## src/rtl/bus_arbiter_rr_if.sv

```systemverilog
// Request/grant bundle between the bus masters and the round-robin arbiter.
// The arbiter connects through the slave modport, the requesting side through master.
interface bus_arbiter_rr_if #(
    parameter int NUM_MASTERS = 2,
    parameter int IDX_W       = $clog2(NUM_MASTERS)
);
    logic [NUM_MASTERS-1:0] breq;
    logic                   s_ready;
    logic [NUM_MASTERS-1:0] bgrant;
    logic [IDX_W-1:0]       gnt_idx;
    logic                   bus_busy;
    logic                   timeout;

    modport slave (
        input  breq,
        input  s_ready,
        output bgrant,
        output gnt_idx,
        output bus_busy,
        output timeout
    );

    modport master (
        output breq,
        output s_ready,
        input  bgrant,
        input  gnt_idx,
        input  bus_busy,
        input  timeout
    );
endinterface

```

## src/rtl/bus_arbiter_rr.sv

```systemverilog
// Round-robin arbiter for the shared system bus: one grantee at a time, one dead
// cycle between grants, new grants gated by s_ready, optional hold-time limit.
module bus_arbiter_rr #(
    parameter int NUM_MASTERS = 2,
    parameter int HOLD_MAX    = 64,
    parameter int IDX_W       = $clog2(NUM_MASTERS)
) (
    input  logic             clk,
    input  logic             rst,
    bus_arbiter_rr_if.slave  bus
);
    localparam int CNT_W = (HOLD_MAX > 0) ? $clog2(HOLD_MAX + 1) : 1;

    typedef enum logic [1:0] {
        ST_IDLE    = 2'd0,
        ST_GRANT   = 2'd1,
        ST_RELEASE = 2'd2
    } state_e;

    state_e                 state_q,    state_d;
    logic [NUM_MASTERS-1:0] bgrant_q,   bgrant_d;
    logic [IDX_W-1:0]       gnt_idx_q,  gnt_idx_d;
    logic                   bus_busy_q, bus_busy_d;
    logic                   timeout_q,  timeout_d;
    logic [CNT_W-1:0]       cnt_q,      cnt_d;
    logic [IDX_W-1:0]       last_q,     last_d;

    logic                   eligible_s;
    logic                   win_found_s;
    logic [IDX_W-1:0]       win_idx_s;
    logic [IDX_W-1:0]       cand_s;
    logic                   hold_expired_s;

    // Winner search: first requester strictly after the last grantee, wrapping.
    always_comb begin
        win_found_s = 1'b0;
        win_idx_s   = '0;
        cand_s      = '0;
        for (int off = 1; off <= NUM_MASTERS; off++) begin
            cand_s = IDX_W'((int'(last_q) + off) % NUM_MASTERS);
            if (!win_found_s && bus.breq[cand_s]) begin
                win_found_s = 1'b1;
                win_idx_s   = cand_s;
            end else begin
                win_found_s = win_found_s;
            end
        end
        eligible_s = win_found_s && bus.s_ready;
    end

    // Hold limit reached; a limit of zero never expires.
    always_comb begin
        if (HOLD_MAX != 0) begin
            hold_expired_s = (cnt_q == CNT_W'(HOLD_MAX));
        end else begin
            hold_expired_s = 1'b0;
        end
    end

    // Next-state and next-output logic.
    always_comb begin
        state_d   = state_q;
        bgrant_d  = bgrant_q;
        gnt_idx_d = gnt_idx_q;
        timeout_d = 1'b0;
        cnt_d     = cnt_q;
        last_d    = last_q;

        case (state_q)
            ST_IDLE, ST_RELEASE: begin
                if (eligible_s) begin
                    state_d   = ST_GRANT;
                    bgrant_d  = {{(NUM_MASTERS-1){1'b0}}, 1'b1} << win_idx_s;
                    gnt_idx_d = win_idx_s;
                    last_d    = win_idx_s;
                    cnt_d     = CNT_W'(1);
                end else begin
                    state_d   = ST_IDLE;
                    bgrant_d  = '0;
                end
            end
            ST_GRANT: begin
                // A dropped request takes precedence over an expiring hold.
                if (!bus.breq[gnt_idx_q]) begin
                    state_d  = ST_RELEASE;
                    bgrant_d = '0;
                end else if (hold_expired_s) begin
                    state_d   = ST_RELEASE;
                    bgrant_d  = '0;
                    timeout_d = 1'b1;
                end else if (cnt_q != {CNT_W{1'b1}}) begin
                    cnt_d = cnt_q + CNT_W'(1);
                end else begin
                    cnt_d = cnt_q;
                end
            end
            default: begin
                state_d  = ST_IDLE;
                bgrant_d = '0;
            end
        endcase

        bus_busy_d = |bgrant_d;
    end

    // State and output registers with synchronous reset.
    always_ff @(posedge clk) begin
        if (rst) begin
            state_q    <= ST_IDLE;
            bgrant_q   <= '0;
            gnt_idx_q  <= '0;
            bus_busy_q <= 1'b0;
            timeout_q  <= 1'b0;
            cnt_q      <= '0;
            last_q     <= IDX_W'(NUM_MASTERS - 1);
        end else begin
            state_q    <= state_d;
            bgrant_q   <= bgrant_d;
            gnt_idx_q  <= gnt_idx_d;
            bus_busy_q <= bus_busy_d;
            timeout_q  <= timeout_d;
            cnt_q      <= cnt_d;
            last_q     <= last_d;
        end
    end

    assign bus.bgrant   = bgrant_q;
    assign bus.gnt_idx  = gnt_idx_q;
    assign bus.bus_busy = bus_busy_q;
    assign bus.timeout  = timeout_q;
endmodule

```

## src/flat_wrapper.sv

```systemverilog
// flat-port wrapper written by rule: the top's interface ports become plain ports
module bus_arbiter_rr_flat 
#(
    parameter int NUM_MASTERS = 2,
    parameter int HOLD_MAX    = 64,
    parameter int IDX_W       = $clog2(NUM_MASTERS)
)
  (clk, rst, bus_breq, bus_s_ready, bus_bgrant, bus_gnt_idx, bus_bus_busy, bus_timeout);
  bus_arbiter_rr_if #(.NUM_MASTERS(NUM_MASTERS), .IDX_W(IDX_W)) bus_i ();
  input  logic clk;
  input  logic rst;
  input wire logic [$bits(bus_i.breq)-1:0] bus_breq;
  input wire logic [$bits(bus_i.s_ready)-1:0] bus_s_ready;
  output wire logic [$bits(bus_i.bgrant)-1:0] bus_bgrant;
  output wire logic [$bits(bus_i.gnt_idx)-1:0] bus_gnt_idx;
  output wire logic [$bits(bus_i.bus_busy)-1:0] bus_bus_busy;
  output wire logic [$bits(bus_i.timeout)-1:0] bus_timeout;
  assign bus_i.breq = bus_breq;
  assign bus_i.s_ready = bus_s_ready;
  assign bus_bgrant = bus_i.bgrant;
  assign bus_gnt_idx = bus_i.gnt_idx;
  assign bus_bus_busy = bus_i.bus_busy;
  assign bus_timeout = bus_i.timeout;
  bus_arbiter_rr #(.NUM_MASTERS(NUM_MASTERS), .HOLD_MAX(HOLD_MAX), .IDX_W(IDX_W)) u_core (.clk(clk), .rst(rst), .bus(bus_i));
endmodule
```

## config.mk

```make
export PLATFORM = sky130hd
export DESIGN_NAME = bus_arbiter_rr_flat
export DESIGN_NICKNAME = d
export VERILOG_FILES = /design/src/rtl/bus_arbiter_rr_if.sv /design/src/rtl/bus_arbiter_rr.sv /design/src/flat_wrapper.sv
export SDC_FILE = /design/constraint.sdc
export NUM_CORES = 1
export LEC_CHECK = 0
export ABC_CLOCK_PERIOD_IN_PS = 2960
export CORE_MARGIN = 2
export CORE_UTILIZATION = 48
export CTS_CLUSTER_DIAMETER = 200
export DETAILED_ROUTE_END_ITERATION = 8
export GPL_TIMING_DRIVEN = 0
export PLACE_DENSITY = 0.71
export SYNTH_ARGS = -nofsm -noshare
export SYNTH_HDL_FRONTEND = slang
export SYNTH_SLANG_ARGS = --single-unit
```

## constraint.sdc

```tcl
create_clock -name clk -period 2.96 [get_ports clk]
set_clock_uncertainty 0.15 [all_clocks]
set_input_delay 0.74 -clock clk [delete_from_list [all_inputs] [get_ports clk]]
set_output_delay 0.74 -clock clk [all_outputs]
set_load 0.01 [all_outputs]
```

# Yosys cells after proc, flatten, opt, wreduce, memory -nomap -nowiden
# Cells that the tools add are included.
# W data, S select, Z words.
[totals] regBits=15 inputBits=5 out_inout_bits=5 elab_cells=59
[classes] add_sub_neg=3 magnitude_cmp=3 n_eq_ne=9 shifts=1 mux=24 bitwise_logic=2 n_reduce_logical=10
[op_table] cell="$mux W7" n=4
[op_table] cell="$pmux W7 S2" n=1
[op_table] cell="$mux W1" n=12
[op_table] cell="$mux W2" n=5
[op_table] cell="$pmux W2 S2" n=2
[op_table] cell="$add A7 B1 Y7 const B" n=1
[op_table] cell="$eq A7 B7 Y1 const B" n=1
[op_table] cell="$ne A7 B7 Y1 const B" n=1
[op_table] cell="$lt A1 B2 Y1 const B" n=3
[op_table] cell="$ne A2 B1 Y1 const B" n=3
[op_table] cell="$reduce_and A5 Y1" n=1
[op_table] cell="$reduce_or A2 Y1" n=2
[op_table] cell="$ne A3 B2 Y1 const B" n=1
[op_table] cell="$reduce_or A3 Y1" n=1
[op_table] cell="$add A1 B1 Y1 const B" n=2
[op_table] cell="$eq A2 B1 Y1 const B" n=1
[op_table] cell="$eq A2 B2 Y1 const B" n=1
[op_table] cell="$logic_and A1 B1 Y1" n=2
[op_table] cell="$logic_not A2 Y1" n=1
[op_table] cell="$ne A2 B2 Y1 const B" n=1
[op_table] cell="$not A1 Y1" n=2
[op_table] cell="$reduce_and A2 Y1" n=1
[op_table] cell="$reduce_bool A2 Y1" n=1
[op_table] cell="$shl A1 B1 Y2 const A" n=1
[op_table] cell="$logic_not A1 Y1" n=1

# Longest topological paths before layout
# Gate-level depths: netlist of run 1.
[depth] word_depth=11 depth_mapped=7 ltp_nobuf=6

# Worst setup path after synthesis of run 1
# Ideal clock, no wire load.
[synth_path] kind="input-to-reg" from="in bus_breq[1]" to="reg u_core.cnt_q[5]" setup_time_ns=0.134 arrival_ns=1.514 required_time_ns=2.676 slack_ns=1.162 stages=5 n_path_buf=1 cell_sequence="mux2_2 o211a_1 buf_6 a41oi_1 a311oi_1"
[synth_via] elab_chain_cells=9 word_cells_on_any_way=14 cone_classes="eq/ne: 2; mux: 8; reduce/logical: 4"
[synth_rtl] item="start: declaration" line_no="flat_wrapper.sv:12" source="input wire logic [$bits(bus_i.breq)-1:0] bus_breq;"
[synth_rtl] item="$mux W1 (not written as such) (2 in series)" line_no="bus_arbiter_rr.sv:41" source="if (!win_found_s && bus.breq[cand_s]) begin"
[synth_rtl] item="$mux W1" line_no="bus_arbiter_rr.sv:41"
[synth_rtl] item="$logic_not A1 Y1" line_no="bus_arbiter_rr.sv:41"
[synth_rtl] item="$logic_and A1 B1 Y1" line_no="bus_arbiter_rr.sv:41"
[synth_rtl] item="$mux W1" line_no="bus_arbiter_rr.sv:41"
[synth_rtl] item="$logic_and A1 B1 Y1" line_no="bus_arbiter_rr.sv:48" source="eligible_s = win_found_s && bus.s_ready;"
[synth_rtl] item="$ne A2 B1 Y1 (no source line)"
[synth_rtl] item="$reduce_and A5 Y1 (no source line) (*)"
[synth_rtl] item="end signal: assignment" line_no="bus_arbiter_rr.sv:122" source="cnt_q <= cnt_d;"
[synth_rtl] item="end: declaration" line_no="bus_arbiter_rr.sv:25" source="logic [CNT_W-1:0] cnt_q, cnt_d;"
# Every way passes the cells marked *; elsewhere a longest branch is shown, timed or not. The select of a mux whose other input is x is not followed.
# A chain may end at the register's enable or synchronous reset.

# Worst setup path after layout of run 1
[layout_path] from="reg u_core.gnt_idx_q, in the netlist u_core.bus.gnt_idx" to="out bus_gnt_idx"
[layout_lines] item="start: declaration" line_no="bus_arbiter_rr.sv:22" source="logic [IDX_W-1:0] gnt_idx_q, gnt_idx_d;"
[layout_lines] item="start signal: assignment" line_no="bus_arbiter_rr.sv:119" source="gnt_idx_q <= gnt_idx_d;"
[layout_lines] item="end: declaration" line_no="flat_wrapper.sv:15" source="output wire logic [$bits(bus_i.gnt_idx)-1:0] bus_gnt_idx;"
# No word-level cell between the ends.

==> results of run 1 <==
==> power by group through the flow <==
| stage | clock [mW] | combinational [mW] | sequential [mW] |
|---|---|---|---|
| 2_1_floorplan | 0 | 0.0302 | 0.220 |
| 3_3_place_gp | 0 | 0.0510 | 0.219 |
| 3_5_place_dp | 0 | 0.0511 | 0.220 |
| 5_1_grt | 0.131 | 0.0566 | 0.217 |
| 6_report | 0.120 | 0.0515 | 0.215 |
| 4_1_cts | 0.123 | 0.0518 | 0.215 |
==> placed cells by master (no fill, tap or decap), types with 2 or more instances in the layout <==
cell,n
sky130_fd_sc_hd__dfxtp_1,15
sky130_fd_sc_hd__a21oi_1,9
sky130_fd_sc_hd__clkdlybuf4s50_1,9
sky130_fd_sc_hd__nand2_1,5
sky130_fd_sc_hd__o21a_1,4
sky130_fd_sc_hd__inv_1,3
sky130_fd_sc_hd__nand2b_1,3
sky130_fd_sc_hd__nor2_1,3
sky130_fd_sc_hd__a211oi_1,3
sky130_fd_sc_hd__clkbuf_4,3
sky130_fd_sc_hd__clkbuf_1,2
sky130_fd_sc_hd__nor3_1,2
sky130_fd_sc_hd__nor2b_1,2
sky130_fd_sc_hd__and3_2,2
sky130_fd_sc_hd__nand3_1,2
sky130_fd_sc_hd__a41oi_1,2
sky130_fd_sc_hd__nand4_1,2
sky130_fd_sc_hd__ha_1,2
==> cell families (layout without fill, tap and decap cells) <==
group,count (synthesis),in the layout,synth area share [%]
adder cells (fa/ha/maj),2,2,3.460
flip-flops,15,15,41.52
buffers and inverters,5,18,3.632
AO/OA/AOI/OAI,28,28,29.07
AND/OR/NAND/NOR,24,24,19.38
multiplexers,2,2,2.941
==> layer usage <==
metal  vias up  track usage, %  wire, µm
met5         -               0         0
met4         0           8.125        18
met3         2           6.383        64
met2        10           30.91       718
met1       289           23.28       680
li1        315               -         -
==> worst min-delay path by stage <==
stage | end | slack (ps) | cells past startpoint
2_1_floorplan | u_core.last_q | 300 | 2
3_3_place_gp | u_core.bus.bgrant[1] | 310 | 2
3_5_place_dp | u_core.bus.bgrant[1] | 320 | 2
4_1_cts | u_core.bus.bgrant[1] | 340 | 2
5_1_grt | u_core.bus.bgrant[1] | 360 | 2
6_report | u_core.bus.bgrant[1] | 330 | 2
==> flip-flops by register name, summed over array words and instances (netlist names) <==
name                 cells
u_core.bus.bgrant        2
u_core.bus.gnt_idx       1
u_core.state_q           2
u_core.cnt_q             7
u_core.bus.bus_busy      1
u_core.last_q            1
u_core.bus.timeout       1
==> metrics by stage <==
stage / cell area (µm²) / std cells / total power [mW] / hold WS (ps) / worst slack (ps)
final: 859.6 / 105 / 0.3862 / 332.4 / 812.6
after global routing: 859.6 / 105 / 0.4046 / 357.2 / 725.5
after CTS: 859.6 / 105 / 0.3903 / 335.8 / 800.9
after detailed placement: 833.3 / 101 / 0.2709 / 323.5 / 548.5
after global placement: 833.3 / 101 / 0.2705 / 309.8 / 531.3
after floorplan: 723.2 / 76 / 0.2501 / 302.3 / 1162
==> layout make-up <==
type                    count  area (µm²)
fillers                   130       594.3
multi-input cells          56       396.6
flip-flops and latches     15       300.3
repair buffers              9       90.09
clock buffers               4       26.28
well taps                  16       20.02
plain buffers               2       15.01
inverters                   3       11.26
==> results by stage, run 1 <==
Synthesis:
- The number of synthesis warnings is 0.
- The number of enable-type register cells in the synthesized netlist is 0.
- The net count after synthesis is 83.
- The register area share after synthesis is 41.52%.
- The flip-flop cell with the highest count after synthesis is sky130_fd_sc_hd__dfxtp_1.
- In the post-synthesis netlist, the cell with the most instances is sky130_fd_sc_hd__dfxtp_1.
- The proportion of synthesized flip-flops having asynchronous set or reset is 0%.
- The most area-hungry cell type in the Yosys netlist is sky130_fd_sc_hd__dfxtp_1.
- The gate count of the mapped netlist is 76.
- After synthesis the netlist holds a flip-flop and latch count of 15.
- Synthesis instantiated 32 different standard cells from the library.
- Ranked by instance count, the synthesized netlist is headed by sky130_fd_sc_hd__dfxtp_1, sky130_fd_sc_hd__a21oi_1, sky130_fd_sc_hd__nand2_1, sky130_fd_sc_hd__o21a_1.
- After synthesis, the cell types taking the most area are sky130_fd_sc_hd__dfxtp_1, sky130_fd_sc_hd__a21oi_1, sky130_fd_sc_hd__o21a_1.
- In this run the cell area of the synthesized design comes to 723.2 µm².
- Of the post-synthesis cell area, the dominant cell type holds 41.52%.
- Dividing the synthesized area by the synthesized cell count gives 9.516 µm².

Clock tree:
- The number of buffers added by the clock tree synthesis step is 3.
- Post-CTS repair changed the size of 0 cells.
- The clock tree from TritonCTS is yes.
- The H-tree depth is 1.
- Buffers inserted to repair hold after CTS numbered 0.
- No sink is reached through more buffers than the 2 on the longest clock path.
- The tree is rooted in a sky130_fd_sc_hd__clkbuf_4.
- After clock tree synthesis, the setup repair step added 0 buffers.
- The clock-pin slew on the worst setup and hold paths is 90 ps.
- The CTS sink count is 15.
- The later pin in the worst-skew pair is clocked with a latency of 290 ps.

Worst setup path:
- The worst register-to-register path begins at u_core.cnt_q[3].
- In this run the worst path has a maximum fanout of 4.
- The cell family contributing the most delay on the critical path is buffers and inverters.
- The slack of the worst reg-to-reg path is 1120 ps.
- The reg-to-reg critical path endpoint is u_core.cnt_q[5].
- At the worst endpoint, the required time is 2070 ps.
- For this run, the slowest stage of the critical path takes 560 ps.
- The data arrival time of the critical path is 1260 ps.
- The category of the worst setup path launch point is a flop.
- On the critical path, the stage with the largest delay is an instance of sky130_fd_sc_hd__clkdlybuf4s50_1.
- The worst setup path is of the flop to output pin kind.
- The cell depth of the worst flop-to-flop path is 5.
- Tracing the worst setup path back leads to its startpoint at u_core.bus.gnt_idx.
- The number of buffer and inverter stages on the critical path is 1.
- STA classifies the critical path endpoint as an output pin.
- The capture point of the worst path is bus_gnt_idx.
- The number of cells on the critical path is 1.
- Traced cell by cell, the critical path runs through clkdlybuf4s50_1.

Timing:
- Setup repair after global routing left no endpoint under its margin.
- Setup violations remaining at the end of the flow were counted as 0.
- The number of pins with negative max-slew slack in the final report is 0.
- The final number of hold-violating endpoints is 0.
- Timing would allow up to 465.7 MHz.
- The post-layout minimum cycle time is 2147 ps.
- The normalized max-slew margin is 64.63%.
- The worst path uses 72.55% of the clock period.
- The total negative slack for setup checks is 0 ps.
- The worst-margin pin slew is 527.1 ps.

Min path:
- The class of the most critical hold timing path is flop to flop.
- The worst hold path begins at u_core.bus.bgrant[1].

Pwr:
- The switching power total is 0.1016 mW.
- Sequential cells burn 55.6% of the power.
- Power spread over the standard cell area amounts to 449.3 nW/µm².
- Of the total power, combinational logic draws 13.3%.
- The clock network accounts for 31.0% of the total power.
- The internal power is 0.2846 mW.
- For this design the static power due to leakage is 0.3121 nW.
- The maximum vdd ir drop is 277.3 µV.
- Net switching is 26.31% of the power.

Routing:
- The number of vias per cell is 5.867.
- In this run, the number of DRC markers left after iteration 0 of detailed routing was 12.
- The overall routed net length is 1.481 mm.
- The total vias in the final route is 616.
- Dividing the detail-routed wire length by the instance count gives 14.10 µm.
- The total DRC errors in the routed layout is 0.
- The count of nets left with antenna violations once routing finished came out at 0.
- For this run, the detailed router's first-pass iteration total came to 4.

Placed design:
- The HPWL reported at the end of detailed placement is 1.066 mm.
- The congestion estimate from routability-driven global placement came to 0.7375.
- The number of buffers added on ports is 9.

Floorplanning:
- 10 I/O pins were placed.
- The initial utilization of the core area, before any placement, comes to 49.74%.
- The floorplan step defined a die boundary enclosing 1833 µm².
- In this run the core area contains 14 standard-cell rows.
- The core area is 1454 µm².
- The die is 42.82 µm tall.
- The die boundary width is 42.82 µm.

Cells and area:
- The number of nets at the end of the flow is 97.
- The number of antenna cells inserted is 0.
- The layout overhead on the synthesized area is 18.86%.
- The final core area utilization is 59.12%.
- Of the cells placed in the final design, the portion with a size suffix greater than 1 is 12.36%.

Outcome:
- The run finished with clean final reports.

Global routing:
- The via count of the first global-routing pass is 608.
- For this run, the total global-route usage over all layers was measured as 19.24%.
- The largest net degree at the start of global routing is 11.
- The leftover overflow at the end of global routing is 0.
- The first global-routing pass estimated 2.649 mm of wire.
- The number of antenna violations at the first check in global routing was 0.

Job:
- The total of max-cap violations is 0.
(Power assumes the default switching activity.)
==> run 2: changes to the inputs <==
Settings changed: ABC_CLOCK_PERIOD_IN_PS 2960 to 2100.
Clock period 2.96 ns to 2.1 ns, I/O delays scaled along.
==> results of run 2 <==
The final DEF is identical to that of run 1. Status: complete, no violations.
Main changes from that run: setup slack after placement 548.5 ps -> -96.51 ps; setup slack after layout 812.6 ps -> 167.6 ps; register-to-register setup slack 1120 ps -> 260 ps; total power 0.3862 mW -> 0.5443 mW; worst IR drop on VDD 277.3 µV -> 390.8 µV
==> run 3: changes to the inputs <==
Settings changed: CORE_ASPECT_RATIO set to 0.75, CORE_UTILIZATION 48 to 41, PLACE_DENSITY 0.71 to not set.
==> run 3 against run 2 <==
Effect of this change: die area increased by 16%; power increased by 0.70%; non-clock buffer count unchanged; flip-flop and latch count unchanged; first-iteration DRC count unchanged.
==> results by stage, run 3 (synthesis gave the netlist of run 1 again) <==
Routing:
- The count of routing violations after the opening detailed-route iteration is 12.
- The routed layout has 598 vias.
- The remaining antenna violation count after routing is 0.
- The total DRC errors in the routed layout is 0.
- Summed over all layers, the routed wires come to 1.495 mm.
- Dividing the detail-routed wire length by the instance count gives 13.47 µm.
- The number of vias per cell is 5.387.
- The detailed-routing iteration count for the pre-antenna-repair pass is 4.

Worst setup path:
- The peak per-stage delay on the critical path is 560 ps.
- In this run the worst path has a maximum fanout of 4.
- The master of the slowest instance on the critical path is sky130_fd_sc_hd__clkdlybuf4s50_1.
- The worst setup path is launched from a flop.
- The critical path required time is 1420 ps.
- The launch point of the worst reg-to-reg path is u_core.cnt_q[3].
- Tracing the worst setup path back leads to its startpoint at u_core.bus.gnt_idx.
- The critical path in this run is classified as flop to output pin.
- The cell family contributing the most delay on the critical path is buffers and inverters.
- Together, buffers and inverters on the worst path number 1.
- The data arrival time of the critical path is 1260 ps.
- The endpoint kind of the worst setup timing path is an output pin.
- The critical path goes through clkdlybuf4s50_1.

Cells and area:
- The library cells used most frequently in the layout, excluding fill and tap cells, are sky130_fd_sc_hd__dfxtp_1, sky130_fd_sc_hd__a21oi_1, sky130_fd_sc_hd__clkdlybuf4s50_1, sky130_fd_sc_hd__nand2_1, sky130_fd_sc_hd__o21a_1.
- The most common cell after layout, fill and taps aside is sky130_fd_sc_hd__dfxtp_1.
- The net count of the finished layout is 97.
- The largest register by flop count is u_core.cnt_q.
- The register with the most flip-flops in the layout has 7 of them.
- Counting the fill cells in the layout gives 170.
- The number of antenna cells inserted is 0.
- Cells with a size suffix above 1 make up 13.48% of the layout.
- Relative to the synthesized area, the layout overhead comes to 20.07%.

Timing:
- Across all hold checks on the routed design, the worst slack comes to 338.3 ps.
- For the pin with the worst max-slew slack, the measured transition is 538.0 ps.
- Setup repair after global routing left no endpoint under its margin.
- Setup violations remaining at the end of the flow were counted as 0.
- After layout, the minimum clock period comes to 1940 ps.
- The final number of hold-violating endpoints is 0.
- Timing would allow up to 515.5 MHz.
- The setup slack of the critical path after layout is 160.2 ps.
- The ratio of final minimum period to clock period is 92.37%.
- The normalized max-slew margin is 63.90%.
- The number of pins with negative max-slew slack in the final report is 0.

Floorplanning:
- Measured along the x axis, the die boundary spans 52.50 µm.
- Row generation in the floorplan step produced 13 rows.
- The number of I/O pins is 10.
- The initial standard-cell utilization of the core is 42.75%.
- The die height is 40.37 µm.
- The area of the die is 2119 µm².
- The total area inside the core boundary comes to 1692 µm².

Pwr:
- The relative contribution of the clock network to total power is 31.4%.
- Cell internal power was estimated by the tool at 0.3979 mW.
- The sequential cell fraction of total power is 55.3%.
- For this design the total switching power over the nets is 0.1502 mW.
- Of the total power, the share spent switching nets is 27.40%.
- Summed over all cells, the static leakage comes to 0.3148 nW.
- Power spread over the standard cell area amounts to 631.3 nW/µm².
- Combinational logic burns 13.3% of the power.
- The maximum vdd ir drop is 364.4 µV.

Clock tree:
- After clock tree synthesis, the clock-pin slew on the worst setup and hold paths is 100 ps.
- CTS built an H-tree with a depth of 1.
- TritonCTS built the clock tree.
- The number of hold buffers added after cts is 0.
- The maximum buffer depth of the clock tree is 2.
- The number of buffers added by the clock tree synthesis step is 3.
- Counting every sink on the clock net gives 15.
- The clock insertion delay at the later pin of the skew report is 290 ps.
- The number of gates resized after CTS was 0.
- The clock root buffer master is sky130_fd_sc_hd__clkbuf_4.
- Buffers added to address setup during post-CTS repair amount to 0.

Global routing:
- The total global routing track utilization is 15.92%.
- The number of antenna violations at the first check in global routing came to 0.
- Global routing finished with a remaining overflow of 0.
- The met3 demand-to-capacity share in global routing is 8.209%.
- In this run the most used layer during global routing was met2.
- Global routing used 20.84% of the available met1 tracks.
- Entering global routing, the biggest net connects 11 pins.
- The met2 usage in global routing is 24.06%.
- The wire length of the first global-routing pass is 2.304 mm.
- The via count of the first global-routing pass is 491.

Job:
- Across the run, the number of max-cap violations was 0.

Placed design:
- The number of buffers added on ports is 9.
- The post-placement worst setup slack is -139.0 ps.
- The HPWL reported at the end of detailed placement is 1.057 mm.
- At the end of routability-driven placement, the weighted congestion stood at 0.7796.

Outcome:
- The flow ran to the end, and the final reports show no timing, DRC or antenna violations.

Min path:
- In this run the most critical hold path is launched from u_core.bus.bgrant[1].
- The class of the most critical hold timing path is flop to flop.
==> run 3: layout make-up <==
| type | count | area [µm²] | area share (%) |
|---|---|---|---|
| clock inverters | 1 | 5.005 | 0.5764 |
| clock buffers | 3 | 22.52 | 2.594 |
| plain buffers | 2 | 15.01 | 1.729 |
| repair buffers | 9 | 90.09 | 10.37 |
| multi-input cells | 56 | 396.6 | 45.68 |
| well taps | 22 | 27.53 | 3.170 |
| flip-flops and latches | 15 | 300.3 | 34.58 |
| inverters | 3 | 11.26 | 1.297 |
==> run 3: per-stage QoR <==
step	std cells	power [mW]	area [µm²]	TNS [ps]	utilization (%)
2_1_floorplan	76	0.3525	723.2	0	-
3_3_place_gp	107	0.3827	840.8	-421.4	49.70
3_5_place_dp	107	0.3823	840.8	-498.8	49.70
4_1_cts	111	0.5520	868.3	0	51.33
5_1_grt	111	0.5720	868.3	0	51.33
6_report	111	0.5482	868.3	0	51.33
==> run 3: worst register-to-register path, delay by kind of cell (launching register included) <==
family	cells	cell delay (ps)
simple gates	1	550
buf+inv	1	140
compound gates	3	500
flops	1	370
==> run 3: layer usage <==
| layer | part of all wire, % | wire length, µm | vias to the layer above |
|---|---|---|---|
| li1 | - | - | 315 |
| met1 | 55 | 829 | 269 |
| met2 | 38 | 567 | 12 |
| met3 | 5.9 | 88 | 2 |
| met4 | 0.67 | 10 | 0 |
| met5 | 0 | 0 | - |
==> run 3: worst paths after layout <==
kind | to | slack (ps) | depth (start not counted)
min reg2reg | u_core.bus.bgrant[1] | 340 | 2
min | u_core.bus.bgrant[1] | 340 | 2
max reg2reg | u_core.cnt_q[5] | 270 | 5
max | bus_gnt_idx | 160 | 1
==> run 3: power by group through the flow <==
stage	Sequential (mW)	Clock (mW)	Combinational, mW
6_report	0.303	0.172	0.0726
5_1_grt	0.305	0.188	0.0792
4_1_cts	0.303	0.176	0.0729
3_5_place_dp	0.310	0	0.0724
3_3_place_gp	0.309	0	0.0732
2_1_floorplan	0.310	0	0.0425
